**src/rtl/psum_acc_ctrl_pkg.sv**
```systemverilog
// Shared definitions for the partial-sum accumulate/ReLU sequencer:
// state encoding, mode constants and default widths.
package psum_acc_ctrl_pkg;

    localparam int PSUM_ADDR_W = 11;
    localparam int PSUM_CNT_W  = 11;

    localparam logic MODE_ACC  = 1'b0;
    localparam logic MODE_RELU = 1'b1;

    typedef enum logic [2:0] {
        IDLE = 3'd0,
        WAIT = 3'd1,
        RD   = 3'd2,
        WR   = 3'd3,
        DONE = 3'd4
    } psum_state_e;

endpackage

```
**src/rtl/psum_acc_ctrl_if.sv**
```systemverilog
// Command, status, output-FIFO and PSUM SRAM signals of the sequencer.
// master = the sequencer, slave = the surrounding datapath/command source.
interface psum_acc_ctrl_if
    import psum_acc_ctrl_pkg::*;
#(
    parameter int ADDR_W = PSUM_ADDR_W,
    parameter int CNT_W  = PSUM_CNT_W
);
    logic              start;
    logic              mode;
    logic [ADDR_W-1:0] base_addr;
    logic [CNT_W-1:0]  num_vec;
    logic              ofifo_valid;
    logic              ofifo_rd;
    logic              CEN_pmem;
    logic              WEN_pmem;
    logic [ADDR_W-1:0] A_pmem;
    logic              acc;
    logic              busy;
    logic              done;
    logic [CNT_W-1:0]  vec_cnt;

    modport master (
        input  start, mode, base_addr, num_vec, ofifo_valid,
        output ofifo_rd, CEN_pmem, WEN_pmem, A_pmem, acc, busy, done, vec_cnt
    );

    modport slave (
        output start, mode, base_addr, num_vec, ofifo_valid,
        input  ofifo_rd, CEN_pmem, WEN_pmem, A_pmem, acc, busy, done, vec_cnt
    );

endinterface

```
**src/rtl/psum_acc_ctrl.sv**
```systemverilog
// Partial-sum sequencer: ACC passes read-modify-write psum + ofifo through the
// SFP, RELU passes rewrite each PSUM word with its ReLU. All outputs are flops.
module psum_acc_ctrl
    import psum_acc_ctrl_pkg::*;
#(
    parameter int ADDR_W = PSUM_ADDR_W,
    parameter int CNT_W  = PSUM_CNT_W
)(
    input  logic             clk,
    input  logic             reset,
    psum_acc_ctrl_if.master  bus
);

    psum_state_e       state_r, state_s;
    logic              mode_r, mode_s;
    logic [CNT_W-1:0]  num_vec_r, num_vec_s;
    logic [ADDR_W-1:0] cur_addr_r, cur_addr_s;
    logic [CNT_W-1:0]  vec_cnt_r, vec_cnt_s;
    logic [CNT_W-1:0]  cnt_inc_s;

    logic              cen_r, cen_s;
    logic              wen_r, wen_s;
    logic [ADDR_W-1:0] a_r, a_s;
    logic              ofifo_rd_r, ofifo_rd_s;
    logic              acc_r, acc_s;
    logic              busy_r, busy_s;
    logic              done_r, done_s;

    assign cnt_inc_s = vec_cnt_r + {{(CNT_W-1){1'b0}}, 1'b1};

    // Next-state, latched pass parameters and address/vector counters.
    always_comb begin
        state_s    = state_r;
        mode_s     = mode_r;
        num_vec_s  = num_vec_r;
        cur_addr_s = cur_addr_r;
        vec_cnt_s  = vec_cnt_r;
        case (state_r)
            IDLE: begin
                if (bus.start) begin
                    mode_s     = bus.mode;
                    num_vec_s  = bus.num_vec;
                    cur_addr_s = bus.base_addr;
                    vec_cnt_s  = {CNT_W{1'b0}};
                    if (bus.num_vec == {CNT_W{1'b0}}) begin
                        state_s = DONE;
                    end else if (bus.mode == MODE_ACC) begin
                        state_s = WAIT;
                    end else begin
                        state_s = RD;
                    end
                end else begin
                    state_s = IDLE;
                end
            end
            WAIT: begin
                if (bus.ofifo_valid) begin
                    state_s = RD;
                end else begin
                    state_s = WAIT;
                end
            end
            RD: begin
                state_s = WR;
            end
            WR: begin
                vec_cnt_s  = cnt_inc_s;
                // Address wraps naturally at 2^ADDR_W.
                cur_addr_s = cur_addr_r + {{(ADDR_W-1){1'b0}}, 1'b1};
                if (cnt_inc_s == num_vec_r) begin
                    state_s = DONE;
                end else if (mode_r == MODE_ACC) begin
                    state_s = WAIT;
                end else begin
                    state_s = RD;
                end
            end
            DONE: begin
                state_s = IDLE;
            end
            default: begin
                state_s = IDLE;
            end
        endcase
    end

    // Output decode from the next state so the registered outputs line up with state_r.
    always_comb begin
        cen_s      = 1'b1;
        wen_s      = 1'b1;
        a_s        = {ADDR_W{1'b0}};
        ofifo_rd_s = 1'b0;
        acc_s      = 1'b0;
        busy_s     = (state_s != IDLE);
        done_s     = (state_s == DONE);
        case (state_s)
            RD: begin
                cen_s = 1'b0;
                a_s   = cur_addr_s;
            end
            WR: begin
                cen_s      = 1'b0;
                wen_s      = 1'b0;
                a_s        = cur_addr_s;
                acc_s      = (mode_s == MODE_ACC);
                ofifo_rd_s = (mode_s == MODE_ACC);
            end
            default: begin
                cen_s = 1'b1;
            end
        endcase
    end

    // State, counters and output registers with synchronous reset.
    always_ff @(posedge clk) begin
        if (reset) begin
            state_r    <= IDLE;
            mode_r     <= MODE_ACC;
            num_vec_r  <= {CNT_W{1'b0}};
            cur_addr_r <= {ADDR_W{1'b0}};
            vec_cnt_r  <= {CNT_W{1'b0}};
            cen_r      <= 1'b1;
            wen_r      <= 1'b1;
            a_r        <= {ADDR_W{1'b0}};
            ofifo_rd_r <= 1'b0;
            acc_r      <= 1'b0;
            busy_r     <= 1'b0;
            done_r     <= 1'b0;
        end else begin
            state_r    <= state_s;
            mode_r     <= mode_s;
            num_vec_r  <= num_vec_s;
            cur_addr_r <= cur_addr_s;
            vec_cnt_r  <= vec_cnt_s;
            cen_r      <= cen_s;
            wen_r      <= wen_s;
            a_r        <= a_s;
            ofifo_rd_r <= ofifo_rd_s;
            acc_r      <= acc_s;
            busy_r     <= busy_s;
            done_r     <= done_s;
        end
    end

    assign bus.CEN_pmem = cen_r;
    assign bus.WEN_pmem = wen_r;
    assign bus.A_pmem   = a_r;
    assign bus.ofifo_rd = ofifo_rd_r;
    assign bus.acc      = acc_r;
    assign bus.busy     = busy_r;
    assign bus.done     = done_r;
    assign bus.vec_cnt  = vec_cnt_r;

endmodule

```
**src/flat_wrapper.sv**
```systemverilog
// flat-port wrapper written by rule: the top's interface ports become plain ports
module psum_acc_ctrl_flat import psum_acc_ctrl_pkg::*;
#(
    parameter int ADDR_W = PSUM_ADDR_W,
    parameter int CNT_W  = PSUM_CNT_W
)
  (clk, reset, bus_start, bus_mode, bus_base_addr, bus_num_vec, bus_ofifo_valid, bus_ofifo_rd, bus_CEN_pmem, bus_WEN_pmem, bus_A_pmem, bus_acc, bus_busy, bus_done, bus_vec_cnt);
  psum_acc_ctrl_if #(.ADDR_W(ADDR_W), .CNT_W(CNT_W)) bus_i ();
  input  logic clk;
  input  logic reset;
  input wire logic [$bits(bus_i.start)-1:0] bus_start;
  input wire logic [$bits(bus_i.mode)-1:0] bus_mode;
  input wire logic [$bits(bus_i.base_addr)-1:0] bus_base_addr;
  input wire logic [$bits(bus_i.num_vec)-1:0] bus_num_vec;
  input wire logic [$bits(bus_i.ofifo_valid)-1:0] bus_ofifo_valid;
  output wire logic [$bits(bus_i.ofifo_rd)-1:0] bus_ofifo_rd;
  output wire logic [$bits(bus_i.CEN_pmem)-1:0] bus_CEN_pmem;
  output wire logic [$bits(bus_i.WEN_pmem)-1:0] bus_WEN_pmem;
  output wire logic [$bits(bus_i.A_pmem)-1:0] bus_A_pmem;
  output wire logic [$bits(bus_i.acc)-1:0] bus_acc;
  output wire logic [$bits(bus_i.busy)-1:0] bus_busy;
  output wire logic [$bits(bus_i.done)-1:0] bus_done;
  output wire logic [$bits(bus_i.vec_cnt)-1:0] bus_vec_cnt;
  assign bus_i.start = bus_start;
  assign bus_i.mode = bus_mode;
  assign bus_i.base_addr = bus_base_addr;
  assign bus_i.num_vec = bus_num_vec;
  assign bus_i.ofifo_valid = bus_ofifo_valid;
  assign bus_ofifo_rd = bus_i.ofifo_rd;
  assign bus_CEN_pmem = bus_i.CEN_pmem;
  assign bus_WEN_pmem = bus_i.WEN_pmem;
  assign bus_A_pmem = bus_i.A_pmem;
  assign bus_acc = bus_i.acc;
  assign bus_busy = bus_i.busy;
  assign bus_done = bus_i.done;
  assign bus_vec_cnt = bus_i.vec_cnt;
  psum_acc_ctrl #(.ADDR_W(ADDR_W), .CNT_W(CNT_W)) u_core (.clk(clk), .reset(reset), .bus(bus_i));
endmodule
```
**config.mk**
```make
export PLATFORM = sky130hd
export DESIGN_NAME = psum_acc_ctrl_flat
export DESIGN_NICKNAME = d
export VERILOG_FILES = /design/src/rtl/psum_acc_ctrl_pkg.sv /design/src/rtl/psum_acc_ctrl_if.sv /design/src/rtl/psum_acc_ctrl.sv /design/src/flat_wrapper.sv
export SDC_FILE = /design/constraint.sdc
export NUM_CORES = 1
export LEC_CHECK = 0
export CORE_ASPECT_RATIO = 2
export CORE_MARGIN = 4
export CORE_UTILIZATION = 50
export CTS_CLUSTER_SIZE = 25
export DETAILED_ROUTE_END_ITERATION = 10
export PLACE_DENSITY = 0.84
export SLEW_MARGIN = 5
export SYNTH_ARGS = -nofsm -noshare
export SYNTH_HDL_FRONTEND = slang
export SYNTH_SLANG_ARGS = --single-unit
```
**constraint.sdc**
```tcl
create_clock -name clk -period 3.09 [get_ports clk]
set_input_delay 0.7725 -clock clk [delete_from_list [all_inputs] [get_ports clk]]
set_output_delay 0.7725 -clock clk [all_outputs]
set_load 0.02 [all_outputs]
```
# Word level (Yosys, flattened, before mapping)
# Cells that the tools add are included.
# totals
reg_bits	53
in_bits	27
output_inout_bits	28
wordCells	48
# op_classes
addsub	2
eq_ne	8
mux	15
bitwise	3
n_reduce_logical	9
# op_table
operator	n
$pmux W11 S2	2
$add A11 B1 Y11 const B	2
$mux W11	2
$eq A3 B2 Y1 const B	4
$pmux W3 S4	1
$eq A11 B11 Y1	1
$logic_not A11 Y1	1
$mux W3	3
$mux W2	3
$reduce_or A2 Y1	3
$mux W1	4
$reduce_and A2 Y1	2
$eq A3 B1 Y1 const B	1
$eq A3 B3 Y1 const B	1
$logic_not A3 Y1	1
$not A1 Y1	3
$reduce_bool A3 Y1	1
$ne A2 B2 Y1 const B	1
$reduce_bool A2 Y1	1

# Longest topological paths before layout
# depth
depth_word	8
mapped_depth	8

# Worst setup path before layout
# Ideal clock, no wire load.
# synth_timing
path_kind	reg2reg
from	register u_core.vec_cnt_r[3], in the netlist u_core.bus.vec_cnt[3]
to	register u_core.a_r[0], in the netlist u_core.bus.A_pmem[0]
setup_ps	126
arrival_ps	2220
required_time_ps	2964
slack_ps	744
stages_incl_launch_ff	9
path_buffers	2
period_less_slack_ps	2346
cell_sequence	dfxtp_1 > buf_4 > nand4_2 > or3_1 > a2111oi_2 > nand4b_1 > a211oi_2 > buf_6 > nor2_1
# synth_between
elab_chain_cells	8
# synth_rtl
item	line	source
start, declared	psum_acc_ctrl.sv:18	logic [CNT_W-1:0] vec_cnt_r, vec_cnt_s;
start signal, assigned	psum_acc_ctrl.sv:121	vec_cnt_r <= {CNT_W{1'b0}};
start signal, assigned	psum_acc_ctrl.sv:134	vec_cnt_r <= vec_cnt_s;
$add A11 B1 Y11 *	psum_acc_ctrl.sv:29	assign cnt_inc_s = vec_cnt_r + {{(CNT_W-1){1'b0}}, 1'b1};
$eq A11 B11 Y1 *	psum_acc_ctrl.sv:70	if (cnt_inc_s == num_vec_r) begin
$mux W3 *	psum_acc_ctrl.sv:70	
$pmux W3 S4 *	psum_acc_ctrl.sv:38	case (state_r)
$eq A3 B2 Y1	psum_acc_ctrl.sv:96	case (state_s)
$reduce_or A2 Y1 (no line) *	--	
$not A1 Y1 (no line) *	--	
$reduce_or A2 Y1 (no line) *	--	
end signal, assigned	psum_acc_ctrl.sv:124	a_r <= {ADDR_W{1'b0}};
end signal, assigned	psum_acc_ctrl.sv:137	a_r <= a_s;
end, declared	psum_acc_ctrl.sv:23	logic [ADDR_W-1:0] a_r, a_s;
# Mark *: on every way between the ends. The rest lies on a longest branch, timed or not.
# A chain may end at the register's enable or synchronous reset.

# Final worst setup path
# layout_timing
from	register u_core.vec_cnt_r[0], in the netlist u_core.bus.vec_cnt[0]
to	register u_core.a_r[6], in the netlist u_core.bus.A_pmem[6]
# The elaborated chain is that of the path after synthesis.

==> metrics.md <==
| Metric | Value |
|---|---|
| Slew of the pin with the lowest slew margin | between 0.5 and 0.6 ns |
| Net count, final | 400 |
| Worst-path cell with the longest stage delay | dfxtp_1 |
| Max IR drop VDD | 0.370 mV |
| Clock latency on the worst-skew pair | around 0.30 ns |
| Final non-filler cell total | about 430 |
| Status | finished clean |
| Worst endpoint required time | approximately 3.3 ns |
| Vias per cell | around 5.9 |
| R2R cell count | 7 |
| Antenna Cells | 0 |
| Iter 0 DRT Violations | 75 |
| Wire per inst | between 15 and 20 um |
| Die H | roughly 110 um |
| Initial core utilization | 51.7% |
| Dpl cells | between 400 and 500 |
| Reg clk slew, reported paths | ~0.10 ns |
| Library cells used by synthesis | slightly below 50 |
| Pwr Total | about 1.5 mW |
| Final Hold Vio Count | 0 |
| Initial antenna violation count | 0 |
| First-pass DRT Iterations | 4 |
| Clock Skew | between 0.007 and 0.008 ns |
| Buffers & Inverters on Critical Path | 1 |
| Fillcell total | 413 |
| Vias in the first global route | 2481 |
| Die W | just under 60 um |
| Register area share after synthesis | 41.8% |
| CP startpoint kind | register |
| # setup viols final | 0 |
| Post-synth ARST share | 0% |
| Yosys reg bits | 53 |
| Hold_ws | around 0.47 ns |
| CTS Root Cell | clkbuf_8 |
| Leak Pwr | 1.17 nW |
| Critical-path maximum fanout | 13 |
| Fin Setup TNS | 0 ns |
| Clk sinks | 53 |
| Final ANT Viol Nets | 0 |
| Setup Fix Bufs, Post-CTS | 0 |
| First-pass GRT wire length | about 11 mm |
| CP arrival | roughly 2.7 ns |
| Minimum clock period | about 2.5 ns |
| Main flop type after synthesis | dfxtp_1 |
| Max-slew violation count | 0 |
| Synthesized net count | ~350 |
| Fin crit share | between 80% and 90% |
| Wirelength, routed | ~6.7 mm |
| Vias | ~2500 |
| Total CTS buffers | 5 |
| Maxcap violations | 0 |
| Fmax | between 0.3 and 0.4 GHz |
| Largest net degree at the start of global routing | 37 |
| Port Buffer Count | 54 |
| CTS max path bufs | 2 |
| Hold_buf cts | 0 |
| Post-cts sizing count | 0 |
| Overall routing resource usage | 22.6% |
| Max H-tree Level | 2 |
| Core ar. | between 4000 and 5000 um2 |
| Crit end category | register |
| Syn-to-layout area delta | 27.7% |
| Synthesized area per cell | 7.95 um2 |
| Number of synthesized flops with an enable pin | 0 |
| Met2 wire len | 3.79 mm |
| Crit path kind | reg -> reg |
| Worst path cell trace | nand4_2 > or3_1 > a2111oi_2 > nand4b_1 > a211oi_2 > buf_4 > nor2_1 |
| Die area | approximately 6300 um2 |
| PD cells | about 470 nW/um2 |
| Met1 wire length | 2.43 mm |
| Slew headroom | 61.9% |
| Ratio of cells with drive above 1 in the final layout | roughly 6% |
| RSZ-0062 raised after global routing | false |
| Drt drc | 0 |
| Uppermost layer routed | met4 |
| Gr ovfl total | 0 |
| IO Count | 55 |
| Routability cong. | between 0.8 and 0.9 |
| Kind of cell adding the most delay to the critical path | simple AND/OR/NAND/NOR gates |
| Synth Instances | about 320 |
| CTS tree | done |
| Min-Delay Path Class | reg -> reg |
| Met3 wire len | around 270 um |
| Hold Path Stages | 2 |
| Post-Syn Area | around 2500 um2 |
| Post-DP HPWL | between 4 and 5 mm |
| Slowest stage delay, CP | ~0.55 ns |
| Crit path depth | 7 |
| Synth warnings | 0 |
| # rows | 36 |
[tightest hold or removal path, cell delays in order (launching register included)]
cell	delay [ns]
dfxtp_1	0.33
nand2_1	0.05
a21oi_1	0.05
[cells in the final DEF, fill, tap and decap left out, types with 2 or more instances in the layout]
cell type / netlist / routed
nor4_1: 3 / 3
xor2_1: 6 / 6
nand3_1: 12 / 12
or4_1: 3 / 3
ha_1: 2 / 2
or3_1: 2 / 2
inv_1: 6 / 6
buf_4: 2 / 10
a22oi_1: 3 / 3
nor3_1: 11 / 11
o21a_1: 3 / 3
nand2b_1: 2 / 2
a311oi_1: 2 / 2
nor2_1: 37 / 37
clkbuf_8: 0 / 7
nor2b_1: 11 / 11
o21ai_0: 14 / 14
nand4b_1: 2 / 2
o221ai_1: 2 / 2
a31oi_1: 3 / 3
a21boi_0: 2 / 2
clkdlybuf4s50_1: 0 / 54
xnor2_1: 9 / 9
nand4_1: 3 / 3
nand2_1: 45 / 45
a21oi_1: 30 / 30
a221oi_1: 5 / 5
and4_1: 2 / 2
and3_1: 5 / 5
a211oi_1: 4 / 4
dfxtp_1: 53 / 53
nor3b_1: 2 / 2
[per-layer routing]
metal | global-route usage [%] | vias to the layer above
li1 | - | 1235
met1 | 24.3 | 1198
met2 | 40.1 | 74
met3 | 4.03 | 15
met4 | 12.8 | 0
met5 | 0 | -
[path summary, 6_finish.rpt]
path,startpoint,endpoint,slack (ns)
max,u_core.bus.vec_cnt[0],u_core.bus.A_pmem[6],0.56
min,u_core.num_vec_r[0],u_core.num_vec_r[0],0.47
max reg2reg,u_core.bus.vec_cnt[0],u_core.bus.A_pmem[6],0.56
min reg2reg,u_core.num_vec_r[0],u_core.num_vec_r[0],0.47
[area by class of cell]
class                   instances  area [um2]  area share, %
multi-input cells             241        1370           42.2
inverters                       6        22.5          0.696
repair buffers                 64         616           19.0
well taps                      57        71.3           2.20
flip-flops and latches         53        1060           32.8
clock buffers                   7        96.3           2.98
clock inverters                 1        5.00          0.155
[stage by stage]
stage	setup slack [ns]	area, um2	util (%)
3_3_place_gp	0.423	3140	63.9
6_report	0.556	3240	66.0
5_1_grt	0.413	3240	66.0
4_1_cts	0.561	3240	66.0
2_1_floorplan	0.744	2540	-
3_5_place_dp	0.421	3140	63.9
[synth_stat cells (all sizes together), types with 5 or more instances]
cell type,count,area (um2)
dfxtp,53,1060
nand2,45,169
nor2,37,139
a21oi,30,150
clkbuf,15,56.3
o21ai,14,70.1
nand3,12,60.1
nor2b,11,68.8
nor3,11,55.1
xnor2,9,78.8
inv,6,22.5
xor2,6,52.6
a211oi,5,42.5
a221oi,5,43.8
and3,5,31.3
[kinds of logic after synthesis]
family / share of synthesized area, %
AOI/OAI and AO/OA: 20.1
buffers and inverters: 4.29
DFF: 41.8
adders and majority gates: 0.987
and+or+nand+nor: 27.6
xor gates and xnor gates: 5.18
[state kept, by name, summed over array words and instances, names as in the netlist]
| name | flops |
|---|---|
| u_core.state_r | 3 |
| u_core.bus.done | 1 |
| u_core.bus.ofifo_rd | 1 |
| u_core.bus.busy | 1 |
| u_core.bus.WEN_pmem | 1 |
| u_core.bus.vec_cnt | 11 |
| u_core.mode_r | 1 |
| u_core.bus.A_pmem | 11 |
| u_core.cur_addr_r | 11 |
| u_core.num_vec_r | 11 |
| u_core.bus.CEN_pmem | 1 |
[power breakdown]
part	internal, mW	switching (mW)	leakage (nW)
Combinational	0.152	0.172	0.685
Sequential	0.732	0.0454	0.432
Clock	0.203	0.221	0.0542
Total	1.09	0.438	1.17
Note: power is estimated with default switching activity, not from simulation.
